### src/rtl/cache_pkg.sv
// Shared types and width helpers for the cache dirty-bit store and its flush engine.
package cache_pkg;

  typedef enum logic [1:0] {
    IDLE = 2'd0,
    SCAN = 2'd1,
    WB   = 2'd2,
    DONE = 2'd3
  } flush_state_t;

  function automatic int set_w(input int num_sets);
    return $clog2(num_sets);
  endfunction

  function automatic int way_w(input int num_ways);
    return $clog2(num_ways);
  endfunction

  function automatic int cnt_w(input int num_sets, input int num_ways);
    return $clog2(num_sets * num_ways + 1);
  endfunction

  // Linear line index is {set, way}: way varies fastest.
  function automatic int line_set(input int line, input int ways_w);
    return line >> ways_w;
  endfunction

  function automatic int line_way(input int line, input int ways_w);
    return line & ((1 << ways_w) - 1);
  endfunction

endpackage

### src/rtl/dirty_array_flush_if.sv
// Controller-facing bundle for the dirty array: indexed write/read, flush control,
// write-back request handshake and dirty line count.
interface dirty_array_flush_if #(
  parameter int NUM_SETS = 8,
  parameter int NUM_WAYS = 4
);
  localparam int SET_W = cache_pkg::set_w(NUM_SETS);
  localparam int WAY_W = cache_pkg::way_w(NUM_WAYS);
  localparam int CNT_W = cache_pkg::cnt_w(NUM_SETS, NUM_WAYS);

  logic [SET_W-1:0]    set_idx;
  logic [WAY_W-1:0]    way_idx;
  logic                dirty_we;
  logic                miss;
  logic                dirty_d;
  logic [NUM_WAYS-1:0] dirty_q;
  logic                flush_req;
  logic                flush_busy;
  logic                flush_done;
  logic                wb_valid;
  logic [SET_W-1:0]    wb_set;
  logic [WAY_W-1:0]    wb_way;
  logic                wb_ready;
  logic [CNT_W-1:0]    dirty_count;

  modport master (
    output set_idx, way_idx, dirty_we, miss, dirty_d, flush_req, wb_ready,
    input  dirty_q, flush_busy, flush_done, wb_valid, wb_set, wb_way, dirty_count
  );

  modport slave (
    input  set_idx, way_idx, dirty_we, miss, dirty_d, flush_req, wb_ready,
    output dirty_q, flush_busy, flush_done, wb_valid, wb_set, wb_way, dirty_count
  );

endinterface

### src/rtl/dirty_flush_scan.sv
// Flush engine: walks every line once, raises a write-back request per dirty line.
// Latency: one line examined per cycle; empty array finishes NUM_SETS*NUM_WAYS+1 cycles after flush_req.
// Backpressure: wb_valid/wb_set/wb_way hold and the pointer stalls until wb_ready.
module dirty_flush_scan
  import cache_pkg::*;
#(
  parameter int NUM_SETS = 8,
  parameter int NUM_WAYS = 4,
  localparam int SET_W = set_w(NUM_SETS),
  localparam int WAY_W = way_w(NUM_WAYS)
) (
  input  logic             clk,
  input  logic             reset,
  input  logic             flush_req,
  input  logic             line_dirty,
  input  logic             wb_ready,
  output logic             flush_busy,
  output logic             flush_done,
  output logic             wb_valid,
  output logic             clr_stb,
  output logic [SET_W-1:0] ptr_set,
  output logic [WAY_W-1:0] ptr_way
);
  localparam int LINE_W = SET_W + WAY_W;
  localparam int LAST   = NUM_SETS * NUM_WAYS - 1;

  flush_state_t      state;
  logic [LINE_W-1:0] ptr;
  logic              at_last;

  assign at_last = (ptr == LINE_W'(LAST));
  assign clr_stb = wb_valid & wb_ready;
  assign ptr_set = SET_W'(line_set(int'(ptr), WAY_W));
  assign ptr_way = WAY_W'(line_way(int'(ptr), WAY_W));

  // Outputs are registered alongside the state they decode.
  always_ff @(posedge clk) begin
    if (reset) begin
      state      <= IDLE;
      ptr        <= '0;
      flush_busy <= 1'b0;
      flush_done <= 1'b0;
      wb_valid   <= 1'b0;
    end else begin
      flush_done <= 1'b0;
      case (state)
        IDLE: begin
          if (flush_req) begin
            ptr        <= '0;
            state      <= SCAN;
            flush_busy <= 1'b1;
          end
        end
        SCAN: begin
          if (line_dirty) begin
            state    <= WB;
            wb_valid <= 1'b1;
          end else if (at_last) begin
            state      <= DONE;
            flush_done <= 1'b1;
          end else begin
            ptr <= ptr + LINE_W'(1);
          end
        end
        WB: begin
          if (wb_ready) begin
            wb_valid <= 1'b0;
            if (at_last) begin
              state      <= DONE;
              flush_done <= 1'b1;
            end else begin
              ptr   <= ptr + LINE_W'(1);
              state <= SCAN;
            end
          end
        end
        DONE: begin
          state      <= IDLE;
          flush_busy <= 1'b0;
        end
        default: begin
          state      <= IDLE;
          flush_busy <= 1'b0;
          wb_valid   <= 1'b0;
        end
      endcase
    end
  end

endmodule

### src/rtl/dirty_array_flush.sv
// Dirty-bit array for a NUM_SETS x NUM_WAYS cache with a flush/write-back engine; DIRTY_COUNT_EN adds a dirty line counter.
// Latency: writes land at the next edge, dirty_q reads registered state combinationally.
// Backpressure: flush stalls on wb_ready; controller writes are always accepted and win over a write-back clear.
module dirty_array_flush
  import cache_pkg::*;
#(
  parameter int NUM_SETS = 8,
  parameter int NUM_WAYS = 4
) (
  input logic               clk,
  input logic               reset,
  dirty_array_flush_if.slave bus
);
  localparam int SET_W = set_w(NUM_SETS);
  localparam int WAY_W = way_w(NUM_WAYS);
  localparam int CNT_W = cnt_w(NUM_SETS, NUM_WAYS);

  logic [NUM_SETS-1:0][NUM_WAYS-1:0] bits;
  logic [SET_W-1:0] scan_set;
  logic [WAY_W-1:0] scan_way;
  logic             clr_stb;
  logic             line_dirty;
  logic             wr_old;
  logic             wr_new;

  assign line_dirty  = bits[scan_set][scan_way];
  assign wr_old      = bits[bus.set_idx][bus.way_idx];
  assign wr_new      = bus.miss ? bus.dirty_d : (wr_old | bus.dirty_d);
  assign bus.dirty_q = bits[bus.set_idx];

  dirty_flush_scan #(
    .NUM_SETS (NUM_SETS),
    .NUM_WAYS (NUM_WAYS)
  ) u_scan (
    .clk        (clk),
    .reset      (reset),
    .flush_req  (bus.flush_req),
    .line_dirty (line_dirty),
    .wb_ready   (bus.wb_ready),
    .flush_busy (bus.flush_busy),
    .flush_done (bus.flush_done),
    .wb_valid   (bus.wb_valid),
    .clr_stb    (clr_stb),
    .ptr_set    (scan_set),
    .ptr_way    (scan_way)
  );

  assign bus.wb_set = scan_set;
  assign bus.wb_way = scan_way;

  // Controller write is applied last so it overrides a same-line write-back clear.
  always_ff @(posedge clk) begin
    if (reset) begin
      bits <= '0;
    end else begin
      if (clr_stb) begin
        bits[scan_set][scan_way] <= 1'b0;
      end
      if (bus.dirty_we) begin
        bits[bus.set_idx][bus.way_idx] <= wr_new;
      end
    end
  end

`ifdef DIRTY_COUNT_EN
  logic [CNT_W-1:0] count;
  logic             same_line;
  logic             inc;
  logic             dec_wr;
  logic             dec_wb;

  assign same_line = bus.dirty_we && (bus.set_idx == scan_set) && (bus.way_idx == scan_way);
  assign inc       = bus.dirty_we & ~wr_old & wr_new;
  assign dec_wr    = bus.dirty_we & wr_old & ~wr_new;
  assign dec_wb    = clr_stb & line_dirty & ~same_line;

  always_ff @(posedge clk) begin
    if (reset) begin
      count <= '0;
    end else begin
      count <= count + CNT_W'(inc) - CNT_W'(dec_wr) - CNT_W'(dec_wb);
    end
  end

  assign bus.dirty_count = count;
`else
  assign bus.dirty_count = '0;
`endif

endmodule

### src/flat_wrapper.sv
// flat-port wrapper written by rule: the top's interface ports become plain ports
module dirty_array_flush_flat import cache_pkg::*;
#(
  parameter int NUM_SETS = 8,
  parameter int NUM_WAYS = 4
)
  (clk, reset, bus_set_idx, bus_way_idx, bus_dirty_we, bus_miss, bus_dirty_d, bus_flush_req, bus_wb_ready, bus_dirty_q, bus_flush_busy, bus_flush_done, bus_wb_valid, bus_wb_set, bus_wb_way, bus_dirty_count);
  dirty_array_flush_if #(.NUM_SETS(NUM_SETS), .NUM_WAYS(NUM_WAYS)) bus_i ();
  input logic clk;
  input logic reset;
  input wire logic [$bits(bus_i.set_idx)-1:0] bus_set_idx;
  input wire logic [$bits(bus_i.way_idx)-1:0] bus_way_idx;
  input wire logic [$bits(bus_i.dirty_we)-1:0] bus_dirty_we;
  input wire logic [$bits(bus_i.miss)-1:0] bus_miss;
  input wire logic [$bits(bus_i.dirty_d)-1:0] bus_dirty_d;
  input wire logic [$bits(bus_i.flush_req)-1:0] bus_flush_req;
  input wire logic [$bits(bus_i.wb_ready)-1:0] bus_wb_ready;
  output wire logic [$bits(bus_i.dirty_q)-1:0] bus_dirty_q;
  output wire logic [$bits(bus_i.flush_busy)-1:0] bus_flush_busy;
  output wire logic [$bits(bus_i.flush_done)-1:0] bus_flush_done;
  output wire logic [$bits(bus_i.wb_valid)-1:0] bus_wb_valid;
  output wire logic [$bits(bus_i.wb_set)-1:0] bus_wb_set;
  output wire logic [$bits(bus_i.wb_way)-1:0] bus_wb_way;
  output wire logic [$bits(bus_i.dirty_count)-1:0] bus_dirty_count;
  assign bus_i.set_idx = bus_set_idx;
  assign bus_i.way_idx = bus_way_idx;
  assign bus_i.dirty_we = bus_dirty_we;
  assign bus_i.miss = bus_miss;
  assign bus_i.dirty_d = bus_dirty_d;
  assign bus_i.flush_req = bus_flush_req;
  assign bus_i.wb_ready = bus_wb_ready;
  assign bus_dirty_q = bus_i.dirty_q;
  assign bus_flush_busy = bus_i.flush_busy;
  assign bus_flush_done = bus_i.flush_done;
  assign bus_wb_valid = bus_i.wb_valid;
  assign bus_wb_set = bus_i.wb_set;
  assign bus_wb_way = bus_i.wb_way;
  assign bus_dirty_count = bus_i.dirty_count;
  dirty_array_flush #(.NUM_SETS(NUM_SETS), .NUM_WAYS(NUM_WAYS)) u_core (.clk(clk), .reset(reset), .bus(bus_i));
endmodule
### config.mk
export PLATFORM = sky130hd
export DESIGN_NAME = dirty_array_flush_flat
export DESIGN_NICKNAME = d
export VERILOG_FILES = /design/src/rtl/cache_pkg.sv /design/src/rtl/dirty_array_flush_if.sv /design/src/rtl/dirty_flush_scan.sv /design/src/rtl/dirty_array_flush.sv /design/src/flat_wrapper.sv
export SDC_FILE = /design/constraint.sdc
export NUM_CORES = 1
export LEC_CHECK = 0
export ABC_AREA = 1
export BUFFER_PORTS_ARGS = -buffer_cell sky130_fd_sc_hd__buf_2
export CAP_MARGIN = 0
export CORE_MARGIN = 2
export CORE_UTILIZATION = 30
export DETAILED_ROUTE_END_ITERATION = 8
export PLACE_DENSITY = 0.49
export SETUP_SLACK_MARGIN = 0.5
export SLEW_MARGIN = 20
export SYNTH_ARGS = -nofsm -noshare
export SYNTH_HDL_FRONTEND = slang
export SYNTH_HIERARCHICAL = 1
export SYNTH_SLANG_ARGS = --single-unit
### constraint.sdc
create_clock -name clk -period 5.24 [get_ports clk]
set_clock_uncertainty 0.1 [all_clocks]
set_input_delay 0 -clock clk [delete_from_list [all_inputs] [get_ports clk]]
set_output_delay 0 -clock clk [all_outputs]
set_load 0.03 [all_outputs]
# Yosys cells after proc, flatten, opt, wreduce, memory -nomap -nowiden
# Cells that the tools add are included.
[classes]
add_sub_neg = 1
n_mul = 0
n_div = 0
order_cmp = 8
eq_ne = 9
n_shift = 0
n_mux = 41
bitwise = 4
n_reduce_logical = 12
[ops]
columns = ["cell", "n"]
rows = [
  ["32-bit 2-to-1 mux", 3],
  ["32-bit AND", 1],
  ["32-bit bitwise mux", 1],
  ["32-bit inverter", 1],
  ["4-bit binary-select mux with 3-bit select", 2],
  ["4-bit demux with 3-bit select", 2],
  ["5-bit 2-to-1 mux", 4],
  ["4-bit 2-to-1 mux", 4],
  ["5-bit case mux with 3 select lines", 1],
  ["1-bit 2-to-1 mux", 11],
  ["2-bit 2-to-1 mux", 5],
  ["3-bit by 4-bit less-than comparator with 1-bit output, second input constant", 2],
  ["2-bit case mux with 4 select lines", 1],
  ["3-bit by 1-bit greater-or-equal comparator with 1-bit output, second input constant", 2],
  ["2-bit by 3-bit less-than comparator with 1-bit output, second input constant", 2],
  ["2-bit inequality test, second input constant", 3],
  ["1-bit case mux with 2 select lines", 3],
  ["3-bit AND reduction", 2],
  ["5-bit by 1-bit adder with 5-bit output, second input constant", 1],
  ["5-bit equality test, second input constant", 1],
  ["1-bit binary-select mux with 2-bit select", 2],
  ["1-bit demux with 2-bit select", 2],
  ["2-bit equality test, second input constant", 2],
  ["2-bit by 1-bit greater-or-equal comparator with 1-bit output, second input constant", 2],
  ["11 further kinds", 15],
]
[word_totals]
register_bits = 42
latchBits = 0
ramBits = 0
rom_bits = 0
inputBits = 12
out_inout_bits = 18
elab_cells = 88
memories = 0

# Longest topological paths before layout
[logic_depth]
ltp_word = 12
mapped_depth = 15
depth_no_buf = 14

# Modules after synthesis
# Netlist, hierarchy kept.
[by_module_without_submodules]
columns = ["module", "instances", "cells_per_inst", "area_each_um2"]
rows = [
  ["dirty_array_flush", 1, 464, 2787.7],
  ["dirty_flush_scan", 1, 92, 629.4],
]

# Least setup slack after synthesis
# Ideal clock, no wire load.
[synth_timing]
path_kind = "register to register"
startpoint = "reg u_core.u_scan.ptr[4]"
endpoint = "reg u_core.u_scan.ptr[0]"
arrival_ns = 2.008
t_required_ns = 5.027
slack_ns = 3.019
stages_incl_launch_ff = 14
path_buffers = 0
cell_sequence = "dfxtp_1 > inv_1 > nand3_1 > o22ai_1 > nor3_1 > nand2_1 > nand2_1 > nand4_1 > nand2_1 > nand2_2 > nor2_4 > nand2_1 > nor2_1 > nor2_1"
[synth_via]
elab_chain_len = 6
[synth_lines]
columns = ["element", "line_no", "source"]
rows = [
  ["start: declaration", "dirty_flush_scan.sv:28", "logic [LINE_W-1:0] ptr;"],
  ["start signal: assignment", "dirty_flush_scan.sv:62", "ptr <= ptr + LINE_W'(1);"],
  ["start signal: assignment", "dirty_flush_scan.sv:72", "ptr <= ptr + LINE_W'(1);"],
  ["4-bit binary-select mux with 3-bit select", "dirty_array_flush.sv:26", "assign line_dirty = bits[scan_set][scan_way];"],
  ["4-bit 2-to-1 mux (implied by the code)", "dirty_array_flush.sv:26", ""],
  ["1-bit binary-select mux with 2-bit select", "dirty_array_flush.sv:26", ""],
  ["1-bit 2-to-1 mux (implied by the code)", "dirty_array_flush.sv:26", ""],
  ["net u_core.line_dirty", "dirty_array_flush.sv:22", "logic line_dirty;"],
  ["2-bit inequality test (no source line)", "-", ""],
  ["4-bit AND reduction (no source line)", "-", ""],
]
# The timed path passes the listed nets, and every way through them passes these cells. The select of a mux whose other input is x is not followed.
# A chain may end at the register's enable or synchronous reset.

# Worst setup path in the final report
[layout_timing]
startpoint = "reg u_core.u_scan.ptr[4]"
endpoint = "reg u_core.u_scan.ptr[4]"
# Same word-level chain as after synthesis.

==> metrics.cfg <==
[sta]
holdWs_ns=0.00684
timing_worst_slew_pin_value_ns=0.782
min_period_over_period_pct=49.7
period_needed_ns=2.60
grt_setup_unrepaired=no
timing_hold_violations_final=0
timing.final.ws_setup_ns=2.64
setup_viol=0
max-slew-margin-rel_pct=47.8
timing.setup.tns_ns=0
final-max-slew-violation-count=0
max_freq_mhz=384

[yosys]
synth.yosys.warnings=6
synth_top_cells_by_area=sky130_fd_sc_hd__dfxtp_1 25%, sky130_fd_sc_hd__nand2_1 15%, sky130_fd_sc_hd__inv_1 13%
synth_commonest_cells=137 x sky130_fd_sc_hd__nand2_1, 120 x sky130_fd_sc_hd__inv_1, 53 x sky130_fd_sc_hd__nor2_1
synth_seq_cells=42
netlist_area_mm2=0.00342
yosys.cell_types.count=33
synthesis.instances=556
syn-mean-instance-area_um2=6.15
asr_flop_ratio_synth_pct=0
synth_largest_type_area_fraction_pct=24.6
ys_seq_area_share_pct=24.6
synth-edff-count=0
post-synth-top-count-cell=sky130_fd_sc_hd__nand2_1
ys.flop_type=sky130_fd_sc_hd__dfxtp_1
netlist.top_cell.by_area=sky130_fd_sc_hd__dfxtp_1

[power]
sequential_share_of_power_pct=37.1
combinationalPowerShare_pct=28.4
power.share.clock_pct=34.5
total_leakage_power_nw=1.65
vdd_ir_drop_max_uv=187
switching_share_pct=36.3
internal_power_component_w=0.000613
power_density_mw_per_mm2=260
power.net_switching_w=0.000349

[global_routing]
grt_antenna_before_repair=0
grtUsageTotal_pct=17.2
global_route_wire_length_before_repair_mm=17.4
first_global_vias=3367
grt_max_degree=39
overflow=0

[setup_path]
startpoint_type=flip-flop
critical_path.endpoint_type=flip-flop
worst-endpoint-required_ns=5.29
top_family_by_delay_on_critical_path=simple AND/OR/NAND/NOR gates
critical-path-max-stage-delay_ns=0.55
worstPathBufferInverterCount=1
crit_path_top_delay_cell=sky130_fd_sc_hd__dfxtp_1
chain_of_cells_forming_the_critical_path=inv_1 -> nand3_1 -> o22ai_1 -> nor3_1 -> nand2_1 -> nand2_1 -> nand4_1 -> nand2_1 -> nand2_2 -> nor2_4 -> nand2_1 -> nand2_1 -> a21oi_1
crit_path_frequent_cell=sky130_fd_sc_hd__nand2_1
timing.setup.critical_path_class=flip-flop to flip-flop
worstPathMaxFanout=11
worstPathArrival_ns=2.65

[cts]
htreeDepth=2
clock_sink_count=42
maximum_number_of_buffers_from_clock_root_to_sink=2
cts_inserted_buffers=5
tritoncts=built
clk_pin_slew_worst_paths_ns=0.07
cts_resized=0
cts_root_buf=sky130_fd_sc_hd__clkbuf_16
clock_insertion_delay_worst_skew_ns=0.29

[floorplanning]
io_pins=30
fp-row-count=38
core_area_mm2=0.0110
initial_core_util_pct=31.1
floorplan.die.width_um=111
die_area_mm2=0.0123
die_height_um=111

[cells_and_area]
layout.core_utilization_pct=33.8
num_antenna_cells=0
drive_above_1_share_pct=13.2
design.final.nets=594
areaGrowthSynthToFinish_pct=8.53

[place]
place.gp.congestion=0.878
port_buffers=23
detailed_place_hpwl_mm=7.60
preCtsSetupSlack_ns=2.64

[drt]
number_of_search_and_repair_iterations_in_the_first_detailed_routing_pass=5
routed_wirelength_mm=10.3
detailed_route_via_count=3413
route.detailed.vias_per_inst=4.77
drt-initial-drc-count=139
drc_errors=0
ant_nets=0
wire_per_inst_um=14.4

[flow_run]
cap_viol_max_count=0

[hold_path]
min-delay-path-class=primary input to flip-flop

[status]
outcome=finished, final reports clean

-- per-layer routing --
layer  vias to the layer above  wire length [µm]  share of wire [%]  GRT usage [%]
met4                         0               227                2.2           5.50
met5                         -                 0                  0              0
li1                       1757                 -                  -              -
met1                      1544              5030                 49           24.0
met3                        20               493                4.8           3.01
met2                        92              4580                 44           27.1
-- layout make-up --
| class | count | area, µm² |
|---|---|---|
| Fill cell | 1219 | 7270 |
| Multi-Input combinational cell | 378 | 1940 |
| Sequential cell | 42 | 841 |
| Inverter | 121 | 459 |
| Tap cell | 140 | 175 |
| Clock buffer | 7 | 143 |
| Timing Repair Buffer | 26 | 140 |
| Clock inverter | 1 | 8.76 |
-- worst register-to-register path, delay by kind of cell, from the launching register on --
kind | cells | cell delay [ns]
simple gates | 10 | 1.41
flops | 1 | 0.55
buf+inv | 1 | 0.17
compound gates | 2 | 0.22
-- power groups by stage --
stage	Clock, W	Combinational, W	Sequential, W
after global placement	0	0.000271	0.000364
after floorplan	0	0.000208	0.000374
final	0.000332	0.000273	0.000357
after detailed placement	0	0.000271	0.000365
after CTS	0.000343	0.000273	0.000358
after global routing	0.000352	0.000311	0.000361
-- path summary, 6_finish.rpt --
check        slack [ns]  cells after the start              startpoint                        to
min reg2reg        0.41                      2  u_core/u_scan/wb_valid    u_core/u_scan/wb_valid
max                2.64                     13    u_core/u_scan/ptr[4]      u_core/u_scan/ptr[4]
min               0.007                      5            bus_wb_ready  u_core/u_scan/flush_done
max reg2reg        2.64                     13    u_core/u_scan/ptr[4]      u_core/u_scan/ptr[4]
-- stage by stage --
stage               instances  cell area [µm²]  total power [W]
floorplan                 561             3440         0.000582
global placement          706             3550         0.000636
detailed placement        706             3550         0.000636
CTS                       715             3710         0.000973
global route              715             3710          0.00102
finish                    715             3710         0.000962
-- flip-flops by register name (all words and copies together), names as in the netlist --
name and cells:
u_core/bits 32, u_core/u_scan/ptr 5, u_core/u_scan/state 2, u_core/u_scan/flush_busy 1, u_core/u_scan/flush_done 1, u_core/u_scan/wb_valid 1
-- cell usage in the layout, fill, tap and decap left out, types with 2 or more instances in the layout --
master and n:
sky130_fd_sc_hd__nand2_1 137, sky130_fd_sc_hd__inv_1 120, sky130_fd_sc_hd__nor2_1 53, sky130_fd_sc_hd__a21oi_1 44, sky130_fd_sc_hd__dfxtp_1 42, sky130_fd_sc_hd__o21ai_0 38, sky130_fd_sc_hd__nand3_2 30, sky130_fd_sc_hd__nand3_1 24
sky130_fd_sc_hd__buf_2 23, sky130_fd_sc_hd__o22ai_1 9, sky130_fd_sc_hd__ha_1 8, sky130_fd_sc_hd__nand4_1 6, sky130_fd_sc_hd__conb_1 6, sky130_fd_sc_hd__clkbuf_16 5, sky130_fd_sc_hd__nand2_2 5, sky130_fd_sc_hd__o21ai_1 3
sky130_fd_sc_hd__inv_6 2, sky130_fd_sc_hd__o211ai_2 2, sky130_fd_sc_hd__nor3_1 2, sky130_fd_sc_hd__buf_4 2
-- cell families after synthesis --
logic type / after synthesis / share of synthesized area [%]
simple gates: 262 / 36.7
buf+inv: 141 / 19.1
compound gates: 102 / 16.6
flops: 42 / 24.6
fa+ha+maj: 8 / 2.93
other cells: 1 / 0.110
-- repair_timing --
item	4_1_cts	5_1_grt
hold endpoints to repair	1	0
hold buffers	1	0
buffers inserted	0	0
Power figures use the tool's default switching activity.
